**src/rtl/uart_pkg.sv**
```systemverilog
// uart_pkg: shared definitions for the UART slice.
//   UART_HEADER_BYTE  : framing byte recognised by the header-gated echo logic
//   DEFAULT_TXQ_DEPTH : default number of entries in the transmit queue
//   txq_state_t       : states of the transmit-queue issue FSM
package uart_pkg;

  localparam logic [7:0] UART_HEADER_BYTE  = 8'hAA;
  localparam int         DEFAULT_TXQ_DEPTH = 16;

  typedef enum logic [1:0] {
    IDLE      = 2'd0,
    ISSUE     = 2'd1,
    WAIT_DONE = 2'd2,
    GAP       = 2'd3
  } txq_state_t;

endpackage

```
**src/rtl/uart_tx_fifo_fifo.sv**
```systemverilog
// sync_fifo_byte: single-clock byte FIFO with sticky overflow flag.
// Ports:
//   clk_50mhz, reset_n_internal : clock, async active-low reset
//   i_wr_en, i_wr_data          : push one byte per cycle
//   i_clr_ovf                   : clear the sticky overflow flag
//   i_pop                       : pop strobe (ignored when empty)
//   o_rd_data                   : byte at the read pointer (combinational)
//   o_full, o_empty, o_count    : occupancy status
//   o_overflow                  : sticky, a push was dropped
module sync_fifo_byte
  import uart_pkg::*;
#(
  parameter  int DEPTH  = DEFAULT_TXQ_DEPTH,
  localparam int ADDR_W = $clog2(DEPTH)
) (
  input  logic              clk_50mhz,
  input  logic              reset_n_internal,
  input  logic              i_wr_en,
  input  logic [7:0]        i_wr_data,
  input  logic              i_clr_ovf,
  input  logic              i_pop,
  output logic [7:0]        o_rd_data,
  output logic              o_full,
  output logic              o_empty,
  output logic [ADDR_W:0]   o_count,
  output logic              o_overflow
);

  localparam logic [ADDR_W:0] C_FULL_CNT = (ADDR_W + 1)'(DEPTH);

  logic [7:0]        r_mem [DEPTH];
  logic [ADDR_W-1:0] r_wr_ptr;
  logic [ADDR_W-1:0] r_rd_ptr;
  logic [ADDR_W:0]   r_count;
  logic              r_overflow;

  logic w_full;
  logic w_empty;
  logic w_push;
  logic w_drop;
  logic w_pop;

  assign w_full  = (r_count == C_FULL_CNT);
  assign w_empty = (r_count == '0);
  // A push against a full queue is dropped even if a pop frees a slot in
  // the same cycle: acceptance looks only at the registered count.
  assign w_push  = i_wr_en && !w_full;
  assign w_drop  = i_wr_en &&  w_full;
  assign w_pop   = i_pop   && !w_empty;

  // Storage has no reset; contents are meaningless until written.
  always_ff @(posedge clk_50mhz) begin
    if (w_push) r_mem[r_wr_ptr] <= i_wr_data;
  end

  always_ff @(posedge clk_50mhz or negedge reset_n_internal) begin
    if (!reset_n_internal) begin
      r_wr_ptr   <= '0;
      r_rd_ptr   <= '0;
      r_count    <= '0;
      r_overflow <= 1'b0;
    end else begin
      // Pointers wrap naturally because DEPTH is a power of two.
      if (w_push) r_wr_ptr <= r_wr_ptr + 1'b1;
      if (w_pop)  r_rd_ptr <= r_rd_ptr + 1'b1;
      case ({w_push, w_pop})
        2'b10:   r_count <= r_count + 1'b1;
        2'b01:   r_count <= r_count - 1'b1;
        default: r_count <= r_count;
      endcase
      // A new drop wins over a clear in the same cycle.
      if (w_drop)         r_overflow <= 1'b1;
      else if (i_clr_ovf) r_overflow <= 1'b0;
    end
  end

  assign o_rd_data  = r_mem[r_rd_ptr];
  assign o_full     = w_full;
  assign o_empty    = w_empty;
  assign o_count    = r_count;
  assign o_overflow = r_overflow;

endmodule

```
**src/rtl/uart_tx_fifo.sv**
```systemverilog
// uart_tx_fifo: buffered transmit stage in front of the UART TX input.
// Bytes are queued in sync_fifo_byte and issued one at a time.
// Ports:
//   clk_50mhz, reset_n_internal       : clock, async active-low reset
//   i_wr_en, i_wr_data, i_clr_ovf     : producer push side / overflow clear
//   o_full, o_empty, o_count          : queue occupancy
//   o_overflow                        : sticky, a push was dropped
//   o_tx_dv, o_tx_byte                : start pulse and byte to UART TX
//   i_tx_active, i_tx_done            : UART TX busy level / finished pulse
//   o_dbg_state                       : current issue-FSM state
//
// Handshake: o_tx_dv is a one-cycle start strobe with o_tx_byte valid on
// the same cycle and held afterwards. A byte is issued only from IDLE while
// i_tx_active is low; after issuing, the FSM waits for i_tx_done (the UART's
// completion strobe) before it may issue again, so every start pulse is
// matched by exactly one done pulse. i_tx_done outside WAIT_DONE is ignored.
module uart_tx_fifo
  import uart_pkg::*;
#(
  parameter  int DEPTH  = DEFAULT_TXQ_DEPTH,
  localparam int ADDR_W = $clog2(DEPTH)
) (
  input  logic            clk_50mhz,
  input  logic            reset_n_internal,
  input  logic            i_wr_en,
  input  logic [7:0]      i_wr_data,
  input  logic            i_clr_ovf,
  output logic            o_full,
  output logic            o_empty,
  output logic [ADDR_W:0] o_count,
  output logic            o_overflow,
  output logic            o_tx_dv,
  output logic [7:0]      o_tx_byte,
  input  logic            i_tx_active,
  input  logic            i_tx_done,
  output logic [1:0]      o_dbg_state
);

  txq_state_t r_state;
  txq_state_t w_state_next;
  logic       w_pop;
  logic       w_empty;
  logic [7:0] w_rd_data;
  logic       r_tx_dv;
  logic [7:0] r_tx_byte;

  sync_fifo_byte #(.DEPTH(DEPTH)) u_fifo (
    .clk_50mhz        (clk_50mhz),
    .reset_n_internal (reset_n_internal),
    .i_wr_en          (i_wr_en),
    .i_wr_data        (i_wr_data),
    .i_clr_ovf        (i_clr_ovf),
    .i_pop            (w_pop),
    .o_rd_data        (w_rd_data),
    .o_full           (o_full),
    .o_empty          (w_empty),
    .o_count          (o_count),
    .o_overflow       (o_overflow)
  );

  always_comb begin
    w_state_next = r_state;
    w_pop        = 1'b0;
    case (r_state)
      IDLE: begin
        if (!w_empty && !i_tx_active) begin
          w_state_next = ISSUE;
          w_pop        = 1'b1;
        end
      end
      ISSUE:     w_state_next = WAIT_DONE;
      // UART busy level is not consulted here; only its done strobe counts.
      WAIT_DONE: if (i_tx_done) w_state_next = GAP;
      // One spare cycle so IDLE sees the UART's settled busy level.
      GAP:       w_state_next = IDLE;
      default:   w_state_next = IDLE;
    endcase
  end

  always_ff @(posedge clk_50mhz or negedge reset_n_internal) begin
    if (!reset_n_internal) begin
      r_state   <= IDLE;
      r_tx_dv   <= 1'b0;
      r_tx_byte <= 8'h00;
    end else begin
      r_state <= w_state_next;
      // The pop edge is also the issue edge, so the strobe lasts one cycle.
      r_tx_dv <= w_pop;
      if (w_pop) r_tx_byte <= w_rd_data;
    end
  end

  assign o_empty     = w_empty;
  assign o_tx_dv     = r_tx_dv;
  assign o_tx_byte   = r_tx_byte;
  assign o_dbg_state = r_state;

endmodule

```
**config.mk**
```make
export PLATFORM = sky130hd
export DESIGN_NAME = uart_tx_fifo
export DESIGN_NICKNAME = d
export VERILOG_FILES = /design/src/rtl/uart_pkg.sv /design/src/rtl/uart_tx_fifo_fifo.sv /design/src/rtl/uart_tx_fifo.sv
export SDC_FILE = /design/constraint.sdc
export NUM_CORES = 1
export LEC_CHECK = 0
export CORE_MARGIN = 5
export CORE_UTILIZATION = 50
export CTS_CLUSTER_DIAMETER = 40
export DETAILED_ROUTE_END_ITERATION = 8
export HOLD_SLACK_MARGIN = 0.12
export PLACE_DENSITY_LB_ADDON = 0.12
export SLEW_MARGIN = 20
export SYNTH_ARGS = -nofsm -noshare
export SYNTH_HDL_FRONTEND = slang
export SYNTH_SLANG_ARGS = --single-unit
```
**constraint.sdc**
```tcl
create_clock -name clk_50mhz -period 2.6 [get_ports clk_50mhz]
set_input_delay 0.39 -clock clk_50mhz [delete_from_list [all_inputs] [get_ports clk_50mhz]]
set_output_delay 0.39 -clock clk_50mhz [all_outputs]
set_load 0.02 [all_outputs]
```
Word level (Yosys, flattened, before mapping) --
Memory sizes are Yosys's and may differ from the RTL's. A register that Yosys moved wholly into a read port is not among the register bits. Cells that the tools add are included. W data, S select, Z words.
Storage, ports and cells: bits in registers 17, bits in writable memories 128, input bits 14, output and inout port bits 19, logic and storage cells 42, memories 1
Memory list:
- u_fifo.r_mem | words 16, bits a word 8, read ports 1, clocked after memory_dff 1, wr ports 1, RTL line uart_tx_fifo_fifo.sv:31 | logic [7:0] r_mem [DEPTH];
Operators by class: add/subtract/negate cells 4, equal/unequal tests 8, multiplexer cells 10, reduce and logical (&&, ||, !) cells 13
Operators with widths (count):
- $pmux W5 S2 | 1
- $add A4 B1 Y4 const B | 2
- $pmux W2 S4 | 1
- $eq A2 B2 Y1 const B | 3
- $mux W1 | 6
- $add A5 B1 Y5 const B | 1
- $eq A5 B5 Y1 const B | 1
- $logic_not A5 Y1 | 1
- $sub A5 B1 Y5 const B | 1
- $eq A2 B1 Y1 const B | 2
- $logic_and A1 B1 Y1 | 4
- $logic_not A1 Y1 | 4
- $mux W2 | 2
- $ne A2 B2 Y1 const B | 2
- $reduce_bool A2 Y1 | 2
- $logic_not A2 Y1 | 1
- $reduce_and A2 Y1 | 1

Longest topological paths before layout --
Gate-level depths: netlist (run 1).
depth after elaboration 8, gate-level depth with buffers 11, depth with buffers taken out 10

By module --
A second synthesis (run 1) with hierarchy kept.
Unflattened totals: cell total of the unflattened synthesis 366, area total of the unflattened synthesis 6302.3 um2
By module, submodules not included:
- sync_fifo_byte | times used 1, cells an instance 335, area an instance 5816.8 um2, sequential area each 4194.0 um2
- uart_tx_fifo | times used 1, cells an instance 31, area an instance 485.5 um2, sequential area each 275.3 um2

Worst setup path before layout (run 1) --
No wires, ideal clock.
path type register to register, start point register u_fifo.r_count[3], in the netlist u_fifo.o_count[3], end point register u_fifo.r_count[4], in the netlist u_fifo.o_count[4], setup time 0.081 ns, arrival time 2.720 ns, data required time 2.519 ns, setup slack -0.201 ns, stages on the path, launching flop included 10, buffers on the path 1, period minus slack after synthesis 2.801 ns, cells stage by stage dfrtp_1 -> nor4_2 -> a21oi_1 -> clkbuf_1 -> ha_1 -> fa_1 -> a21o_1 -> a21oi_1 -> mux2i_1 -> xnor2_1
On the way: word-level cells in the longest chain between the ends 8, elaborated cells on any way between the ends 15, classes of those cells add/sub: 2; eq/ne: 3; mux: 3; reduce/logical: 7
Ends and longest elaborated chain:
- from (decl) | RTL line uart_tx_fifo_fifo.sv:34 | logic [ADDR_W:0] r_count;
- from (signal assigned) | RTL line uart_tx_fifo_fifo.sv:67 | 2'b10: r_count <= r_count + 1'b1;
- from (signal assigned) | RTL line uart_tx_fifo_fifo.sv:68 | 2'b01: r_count <= r_count - 1'b1;
- from (signal assigned) | RTL line uart_tx_fifo_fifo.sv:69 | default: r_count <= r_count;
- $logic_not A5 Y1 (*) | RTL line uart_tx_fifo_fifo.sv:44 | assign w_empty = (r_count == '0);
- $logic_not A1 Y1 (*) | RTL line uart_tx_fifo_fifo.sv:49, uart_tx_fifo.sv:66
- $logic_and A1 B1 Y1 | RTL line uart_tx_fifo.sv:66 | if (!w_empty && !i_tx_active) begin
- $mux W1 | RTL line uart_tx_fifo.sv:66
- $mux W1 | RTL line uart_tx_fifo.sv:64 | case (r_state)
- $logic_and A1 B1 Y1 (*) | RTL line uart_tx_fifo_fifo.sv:49 | assign w_pop = i_pop && !w_empty;
- net u_fifo.w_pop | RTL line uart_tx_fifo_fifo.sv:41 | logic w_pop;
- $eq A2 B1 Y1 / $eq A2 B2 Y1 (equally long branches) | RTL line uart_tx_fifo_fifo.sv:66 | case ({w_push, w_pop})
- $pmux W5 S2 / $reduce_bool A2 Y1 (equally long branches)
Mark *: on every way through the listed nets, which the timed path passes. The rest lies on a longest branch. A chain may end at the register's enable or synchronous reset.

Worst setup path in the final report (run 1) --
start point register u_fifo.r_count[1], in the netlist u_fifo.o_count[1], end point register u_fifo.r_count[4], in the netlist u_fifo.o_count[4]
On the way: word-level cells in the longest chain between the ends 8, elaborated cells on any way between the ends 15, classes of those cells add/sub: 2; eq/ne: 3; mux: 3; reduce/logical: 7
Ends and longest elaborated chain (RTL line):
- $logic_not A5 Y1 | uart_tx_fifo_fifo.sv:44
- $logic_not A1 Y1 | uart_tx_fifo_fifo.sv:49, uart_tx_fifo.sv:66
- $logic_and A1 B1 Y1 | uart_tx_fifo.sv:66
- $mux W1 | uart_tx_fifo.sv:66
- $mux W1 | uart_tx_fifo.sv:64
- $logic_and A1 B1 Y1 | uart_tx_fifo_fifo.sv:49
- $eq A2 B1 Y1 / $eq A2 B2 Y1 (equally long branches) | uart_tx_fifo_fifo.sv:66
- $pmux W5 S2 / $reduce_bool A2 Y1 (equally long branches)
Several ways; a longest one is shown, not always the timed one.

==> results of run 1 <==
worst max-delay path by stage:
stage          depth (start not counted)                       endpoint                           from
2_1_floorplan                          9  u_fifo.o_count[4]$_DFFE_PN0P_  u_fifo.o_count[1]$_DFFE_PN0P_
6_report                              10  u_fifo.o_count[4]$_DFFE_PN0P_  u_fifo.o_count[1]$_DFFE_PN0P_
3_3_place_gp                           9  u_fifo.o_count[4]$_DFFE_PN0P_                    i_tx_active
4_1_cts                                3                        o_empty  u_fifo.o_count[3]$_DFFE_PN0P_
5_1_grt                               10  u_fifo.o_count[4]$_DFFE_PN0P_     o_dbg_state[0]$_DFFE_PN0P_
3_5_place_dp                           9  u_fifo.o_count[4]$_DFFE_PN0P_                    i_tx_active
per-layer routing:
| metal | up-vias | part of all wire | GRT usage |
|---|---|---|---|
| li1 | 1421 | - | - |
| met1 | 1598 | 0.46 | 0.252 |
| met2 | 70 | 0.48 | 0.280 |
| met3 | 15 | 0.042 | 0.0443 |
| met4 | 0 | 0.014 | 0.0637 |
| met5 | - | 0 | 0 |
layout make-up:
type | count | share of cell area
clock buffer | 17 | 0.0573
timing repair buffer | 59 | 0.0739
multi-input combinational | 147 | 0.216
clock inverter | 15 | 0.0182
sequential | 153 | 0.602
inverter | 8 | 0.00404
tap | 168 | 0.0283
power by group through the flow:
stage	clock, mW	combinational [mW]	sequential, mW
after global placement	0	2.46	3.42
final	2.30	2.46	3.39
after CTS	2.35	2.51	3.40
after detailed placement	0	2.49	3.45
after global routing	2.47	2.69	3.45
after floorplan	0	1.60	3.43
registers in the layout, summed over array words and instances, names as in the netlist:
register and count:
u_fifo.r_mem 128, o_tx_byte 8, u_fifo.o_count 5, u_fifo.r_rd_ptr 4, u_fifo.r_wr_ptr 4, o_dbg_state 2, o_tx_dv 1, u_fifo.o_overflow 1
cells in the mapped netlist (2+ instances only):
library cell	count	area, um2
mux4_2	19	428
ha_1	12	150
mux2_2	11	124
nor2b_1	2	12.5
nand2_1	11	41.3
buf_6	4	45.0
nor2_1	16	60.1
nand4_1	2	12.5
nor3_1	4	20.0
a21o_1	3	22.5
buf_1	2	7.51
inv_1	8	30.0
buf_2	2	10.0
nand2b_1	3	18.8
xnor2_1	8	70.1
a21oi_1	13	65.1
xor2_1	2	17.5
clkbuf_1	6	22.5
dfrtp_1	25	626
o22ai_1	16	100
edfxtp_1	128	3840
mux4_1	13	342
o21ai_0	3	15.0
cells by family (layout without fill, tap and decap cells):
| group | Yosys count | count (layout) | share of synthesized area |
|---|---|---|---|
| AO/OA/AOI/OAI | 39 | 39 | 0.0388 |
| adder cells (fa/ha/maj) | 13 | 13 | 0.0275 |
| AND/OR/NAND/NOR | 41 | 41 | 0.0310 |
| XOR/XNOR | 10 | 10 | 0.0142 |
| flip-flops | 153 | 153 | 0.723 |
| buffers and inverters | 23 | 99 | 0.0198 |
| multiplexers | 44 | 44 | 0.146 |
timing repair:
action | 4_1_cts | 5_1_grt
setup endpoints to repair | 1 | 1
cloned | 0 | 0
resized for setup | 1 | 1
stage by stage:
stage               hold slack [ns]  instance area [um2]  std cells  setup WS, ns
floorplan                    0.0944                 6200        323       0.00709
global placement              0.516                 6870        535        0.0924
detailed placement            0.499                 6870        535        0.0502
CTS                           0.344                 7430        567        0.0328
global route                  0.361                 7430        567        0.0140
finish                        0.348                 7430        567         0.254
==> qor.csv, run 1 <==
metric,value,unit
status,"complete, no violations",
clock_power_share,0.282,
antenna_found_initial,0,
path_max_fanout,6,
slew_headroom,0.595,
worstRegToRegCells,10,
cp_top_family,adder cells,
critical_path_class,flop to flop,
vias,3104,
core_area,12100,um2
grt_overflow,0,
drt-vias-per-instance,5.47,
synth.distinct_cells,33,
initial_core_util,0.513,
cts_root_buf,clkbuf_16,
syn_area_per_cell,19.1,um2
startpoint_type,flop,
rsz0062_at_grt,false,
powerDensity,1100,nW/um2
ys_seq_area_frac,0.723,
combPwrFrac,0.302,
drc,0,
clock_latency,0.41,ns
layout_common_cells,"edfxtp_1 (128), clkdlybuf4s50_1 (30), buf_4 (25), dfrtp_1 (21), mux4_2 (19)",
die_y,121,um
cts_buffer_depth,2,
regArea,4470,um2
fin_skew,0.00576,ns
diodes,0,
hold_viol,0,
ys_async_sr_fraction,0.163,
syn_nets,350,
final_util,0.616,
gp_congestion,0.762,
crit_buf_inv,2,
post-route-period-util,0.902,
drv_slew,0,
max-cap-violations,0,
ant_nets,0,
crit_slowest_cell,dfrtp_2,
grt_pass1_wl,18900,um
final_common_cell,edfxtp_1,
crit_chain,nor4_4 > buf_4 > a21boi_2 > inv_1 > ha_2 > ha_1 > a21o_1 > a21oi_1 > mux2i_1 > xnor2_1,
setup_tns,0,ns
drive_gt1_frac,0.236,
cts_tree,yes,
fmax,426,MHz
area_growth,20.1,%
port_buffers,32,
grt_pass1_vias,3307,
synth-edff-count,128,
worstPathArrival,2.69,ns
fillers,884,
cp-end-kind,flop,
synth_flop_cell,edfxtp_1,
leakage,2.62,nW
io_pins,33,
clkSinkCount,153,
min_path_type,primary input to async pin,
rrSetupSlack,0.25,ns
cts_inserted_buffers,17,
power_switching,2.45,mW
critPathRequiredTime,2.94,ns
yosys_warnings,0,
grt_max_degree,34,
wl_per_cell,21.0,um
irDropWorstVdd,0.510,mV
synth_area,6180,um2
multi_input_area,1600,um2
nets,413,
hpwl,7750,um
clkTransAtPathRegs,0.06,ns
first_pass_iters,4,
die_x,121,um
die_area,14700,um2
power_frac_seq,0.416,
timing.rr.start,u_fifo.o_count[1]$_DFFE_PN0P_,
fp-row-count,40,
period_minus_slack,2.35,ns
setup_viol_count_final,0,
r2r-end,u_fifo.o_count[4]$_DFFE_PN0P_,
grt_util_all_layers,0.180,
drt_iter0_markers,199,
totalWireLength,11900,um
htree_levels,4,
total_power,8.15,mW
cts_setup_buffers,0,
worst-slew-pin-transition,0.606,ns
intPower,5.70,mW
synth-seq-cells,153,
cpPeakStageDelay,0.45,ns
hold_buffers,0,
synthCells,323,
swShare,0.301,
(Power assumes the default switching activity.)
==> run 2: changes to the inputs <==
CORE_UTILIZATION = 36   (was 50)
REMOVE_ABC_BUFFERS = 1   (was unset)
==> qor.csv, run 2 (synthesis gave the netlist of run 1 again) <==
metric,value,unit,change
status,"complete, no violations",,
grt_overflow,0,,unchanged
clkSinkCount,153,,unchanged
wl_per_cell,20.0,um,-4.6%
cts_buffer_depth,2,,unchanged
max-cap-violations,0,,unchanged
slew_headroom,0.605,,+0.0104
port_buffers,32,,unchanged
drc,0,,unchanged
htree_levels,4,,unchanged
path_max_fanout,4,,-2
fillers,1515,,+71%
hold_viol,0,,unchanged
post-route-period-util,0.926,,+0.0236
grt_pass1_vias,3298,,-0.27%
cts_inserted_buffers,17,,unchanged
period_minus_slack,2.41,ns,+0.0614 ns
cts_tree,yes,,
total_power,8.20,mW,+0.60%
r2r-end,u_fifo.o_count[4]$_DFFE_PN0P_,,
io_pins,33,,unchanged
antenna_found_initial,0,,unchanged
layout_common_cells,"edfxtp_1 (128), buf_4 (33), clkdlybuf4s50_1 (30), dfrtp_1 (24), mux4_2 (19)",,
timing.rr.start,u_fifo.o_count[3]$_DFFE_PN0P_,,
vias,3138,,+1.1%
largest-register,u_fifo.r_mem,,
first_pass_iters,5,,+1
startpoint_type,flop,,
finalNonFillerCells,631,,+11%
worstRegToRegCells,8,,-2
grt_pass1_wl,19400,um,+2.8%
largest_register_ffs,128,,unchanged
drv_slew,0,,unchanged
grt_max_degree,31,,-8.8%
cts_root_buf,clkbuf_16,,
rrSetupSlack,0.23,ns,-0.02 ns
fmax,415,MHz,-2.5%
core_area,17100,um2,+41%
hpwl,8550,um,+10%
gp_congestion,0.774,,+1.7%
nets,420,,+1.7%
powerDensity,1090,nW/um2,-0.70%
die_x,141,um,+16%
worst-slew-pin-transition,0.591,ns,-0.0155 ns
initial_core_util,0.363,,-0.150
leakage,2.64,nW,+0.69%
final_common_cell,edfxtp_1,,
min_path_type,primary input to async pin,,
totalWireLength,12600,um,+6.2%
hold_buffers,0,,unchanged
clock_latency,0.42,ns,about the same
die_y,141,um,+16%
rsz0062_at_grt,false,,
critical_path_class,flop to output port,,
ant_nets,0,,unchanged
dp.cells,599,,+12%
critPathRequiredTime,2.21,ns,-0.73 ns
clkTransAtPathRegs,0.06,ns,about the same
grt_util_all_layers,0.134,,-0.0463
drt_iter0_markers,163,,-18%
diodes,0,,unchanged
fin_skew,0.00841,ns,+0.00265 ns
final_util,0.441,,-0.175
irDropWorstVdd,0.530,mV,+3.9%
setup_viol_count_final,0,,unchanged
drive_gt1_frac,0.244,,+0.00825
cp-end-kind,output port,,
fp-row-count,48,,+20%
area_growth,21.7,%,
worstPathArrival,2.02,ns,-0.67 ns
drt-vias-per-instance,4.97,,-9.2%
die_area,19900,um2,+35%
[run 2: cell count changes in the layout (fill, tap and decap cells not counted), moves of 2 or more]
cell,change
buf_4,+8
inv_6,+5
clkinv_2,-4
dfrtp_1,+3
dfrtp_2,-3
clkinv_1,-2
[run 2: metal layers]
metal | global-route usage | part of all wire
met2 | 0.218 | 0.50
met1 | 0.172 | 0.44
met4 | 0.0581 | 0.020
met3 | 0.0309 | 0.040
met5 | 0 | 0
[run 2: critical path, stage by stage, from the launching register on]
cell and delay, ns:
dfrtp_1 0.39, buf_4 0.16, or4_1 0.56, nor2_1 0.14
dlygate4sd2_1 0.35
[run 2: how the worst max path moves through the flow]
stage,from,endpoint,slack (ns)
after floorplan,o_dbg_state[0]$_DFFE_PN0P_,u_fifo.o_count[4]$_DFFE_PN0P_,-0.51
after global placement,i_tx_active,u_fifo.o_count[4]$_DFFE_PN0P_,0.04
after detailed placement,i_tx_active,u_fifo.o_count[4]$_DFFE_PN0P_,0.02
after CTS,u_fifo.o_count[3]$_DFFE_PN0P_,o_full,0.15
after global routing,u_fifo.o_count[3]$_DFFE_PN0P_,u_fifo.o_count[4]$_DFFE_PN0P_,0.02
final,u_fifo.o_count[3]$_DFFE_PN0P_,o_full,0.19
[run 2: final cells by class]
type / instances / area, um2 / share of cell area
timing repair buffer: 66 / 586 / 0.0778
sequential: 153 / 4470 / 0.594
multi-input combinational: 147 / 1590 / 0.212
clock inverter: 15 / 140 / 0.0186
tap: 225 / 282 / 0.0374
inverter: 8 / 30.0 / 0.00399
clock buffer: 17 / 425 / 0.0565
[run 2: what timing repair did]
item / CTS / global route
endpoints found under the hold margin: 0 / 0
resized for setup: 2 / 0
buffers inserted: 0 / 0
endpoints found under the setup margin: 2 / 0
[run 2: where the power goes]
| group | leakage, nW | switching [mW] | internal, mW |
|---|---|---|---|
| registers | 1.45 | 0.251 | 3.06 |
| logic | 0.926 | 1.29 | 1.26 |
| clock network | 0.263 | 1.02 | 1.33 |
[run 2: through the flow]
step | setup slack, ns | hold slack, ns | setup TNS (ns) | area, um2
final | 0.193 | 0.356 | 0 | 7530
after global routing | 0.0168 | 0.379 | 0 | 7530
after CTS | 0.152 | 0.357 | 0 | 7530
after detailed placement | 0.0153 | 0.500 | 0 | 6960
after global placement | 0.0379 | 0.499 | 0 | 6960
after floorplan | -0.509 | 0.0944 | -1.29 | 6090
==> run 3: changes to the inputs <==
CAP_MARGIN = 20   (was unset)
CORE_MARGIN = unset   (was 5)
==> qor.csv, run 3 (synthesis gave the netlist of run 1 again) <==
metric,value,unit,change
status,"complete, no violations",,
path_max_fanout,4,,unchanged
nets,417,,-0.71%
powerDensity,1130,nW/um2,+3.4%
worstPathArrival,1.99,ns,-0.03 ns
critical_path_class,flop to output port,,
rsz0062_at_grt,false,,
drive_gt1_frac,0.233,,-0.0106
critPathRequiredTime,2.21,ns,about the same
crit_buf_inv,2,,unchanged
vias,3104,,-1.1%
irDropWorstVdd,0.564,mV,+6.3%
cts_tree,yes,,
first_pass_iters,4,,-1
grt_util_all_layers,0.155,,+0.0207
drt_iter0_markers,237,,+45%
clock_latency,0.41,ns,about the same
grt_max_degree,26,,-16%
worst-slew-pin-transition,0.696,ns,+0.106 ns
grt_overflow,0,,unchanged
fmax,420,MHz,+1.1%
dp.cells,591,,-1.3%
clkSinkCount,153,,unchanged
die_area,17700,um2,-11%
fillers,1446,,-4.6%
core_area,16700,um2,-2.1%
cts_buffer_depth,2,,unchanged
largest-register,u_fifo.r_mem,,
min_path_type,primary input to async pin,,
drt-vias-per-instance,4.98,,+0.19%
final_common_cell,edfxtp_1,,
leakage,2.67,nW,+1.2%
period_minus_slack,2.38,ns,-0.0260 ns
layout_common_cells,"edfxtp_1 (128), clkdlybuf4s50_1 (30), buf_4 (30), dfrtp_1 (24), mux4_2 (19)",,
crit_chain,buf_4 > or4_1 > nor2_1 > dlygate4sd2_1,,
slew_headroom,0.535,,-0.0706
drc,0,,unchanged
drv_slew,0,,unchanged
antenna_found_initial,0,,unchanged
io_pins,33,,unchanged
setup_viol_count_final,0,,unchanged
clkTransAtPathRegs,0.06,ns,about the same
port_buffers,32,,unchanged
wl_per_cell,20.4,um,+2.2%
post-route-period-util,0.916,,-0.0100
finalNonFillerCells,623,,-1.3%
htree_levels,4,,unchanged
crit_slowest_cell,or4_1,,
fp-row-count,47,,-2.1%
post_cts_resized,2,,unchanged
hpwl,8230,um,-3.7%
hold_viol,0,,unchanged
grt_pass1_vias,3256,,-1.3%
gp_congestion,0.786,,+1.6%
startpoint_type,flop,,
cpPeakStageDelay,0.55,ns,about the same
hold_buffers,0,,unchanged
totalWireLength,12700,um,+0.94%
fin_skew,0.00819,ns,-0.000218 ns
initial_core_util,0.370,,+0.00771
die_x,133,um,-5.7%
max-cap-violations,0,,unchanged
cp_top_family,simple AND/OR/NAND/NOR gates,,
area_growth,22.4,%,
ant_nets,0,,unchanged
cts_root_buf,clkbuf_16,,
cts_inserted_buffers,17,,unchanged
total_power,8.53,mW,+4.0%
largest_register_ffs,128,,unchanged
grt_pass1_wl,19300,um,-0.68%
die_y,133,um,-5.7%
cts_setup_buffers,0,,unchanged
cp-end-kind,output port,,
diodes,0,,unchanged
run 3: metal layers:
layer | vias up | wire [um] | global-route usage
met4 | 0 | 157 | 0.0568
li1 | 1430 | - | -
met5 | - | 0 | 0
met1 | 1611 | 6120 | 0.208
met3 | 12 | 360 | 0.0375
met2 | 51 | 6100 | 0.244
run 3: cell type report:
| class | instances | area (um2) | share of cell area |
|---|---|---|---|
| Clock inverter | 12 | 199 | 0.0263 |
| Timing Repair Buffer | 63 | 563 | 0.0744 |
| Multi-Input combinational cell | 147 | 1590 | 0.210 |
| Inverter | 8 | 30.0 | 0.00397 |
| Tap cell | 220 | 275 | 0.0364 |
| Clock buffer | 20 | 437 | 0.0577 |
| Sequential cell | 153 | 4470 | 0.591 |
run 3: through the flow:
stage | TNS (ns) | hold slack, ns | util | worst slack (ns) | instance area (um2)
after floorplan | -1.29 | 0.0944 | - | -0.509 | 6090
after global placement | 0 | 0.500 | 0.415 | 0.0661 | 6930
after detailed placement | 0 | 0.503 | 0.415 | 0.0513 | 6930
after CTS | 0 | 0.351 | 0.453 | 0.194 | 7570
after global routing | 0 | 0.374 | 0.453 | 0.0613 | 7570
final | 0 | 0.355 | 0.453 | 0.219 | 7570
run 3: worst paths after layout:
path	startpoint	endpoint	slack (ns)	cells after the start
setup / recovery	u_fifo.o_count[3]$_DFFE_PN0P_	o_full	0.22	4
setup reg to reg	u_fifo.o_count[3]$_DFFE_PN0P_	u_fifo.o_count[3]$_DFFE_PN0P_	0.23	11
hold / removal	reset_n_internal	u_fifo.o_count[3]$_DFFE_PN0P_	0.35	2
max in group asynchronous	reset_n_internal	u_fifo.r_rd_ptr[0]$_DFFE_PN0P_	1.96	2
min in group clk_50mhz	u_fifo.r_rd_ptr[2]$_DFFE_PN0P_	u_fifo.r_rd_ptr[2]$_DFFE_PN0P_	0.51	1
hold reg to reg	u_fifo.r_rd_ptr[2]$_DFFE_PN0P_	u_fifo.r_rd_ptr[2]$_DFFE_PN0P_	0.51	1
run 3: power breakdown:
group	leakage, nW	total, mW	switching [mW]	internal (mW)
Combinational	0.911	2.53	1.26	1.26
Sequential	1.45	3.36	0.301	3.06
Clock	0.308	2.65	0.941	1.70
Total	2.67	8.53	2.50	6.03
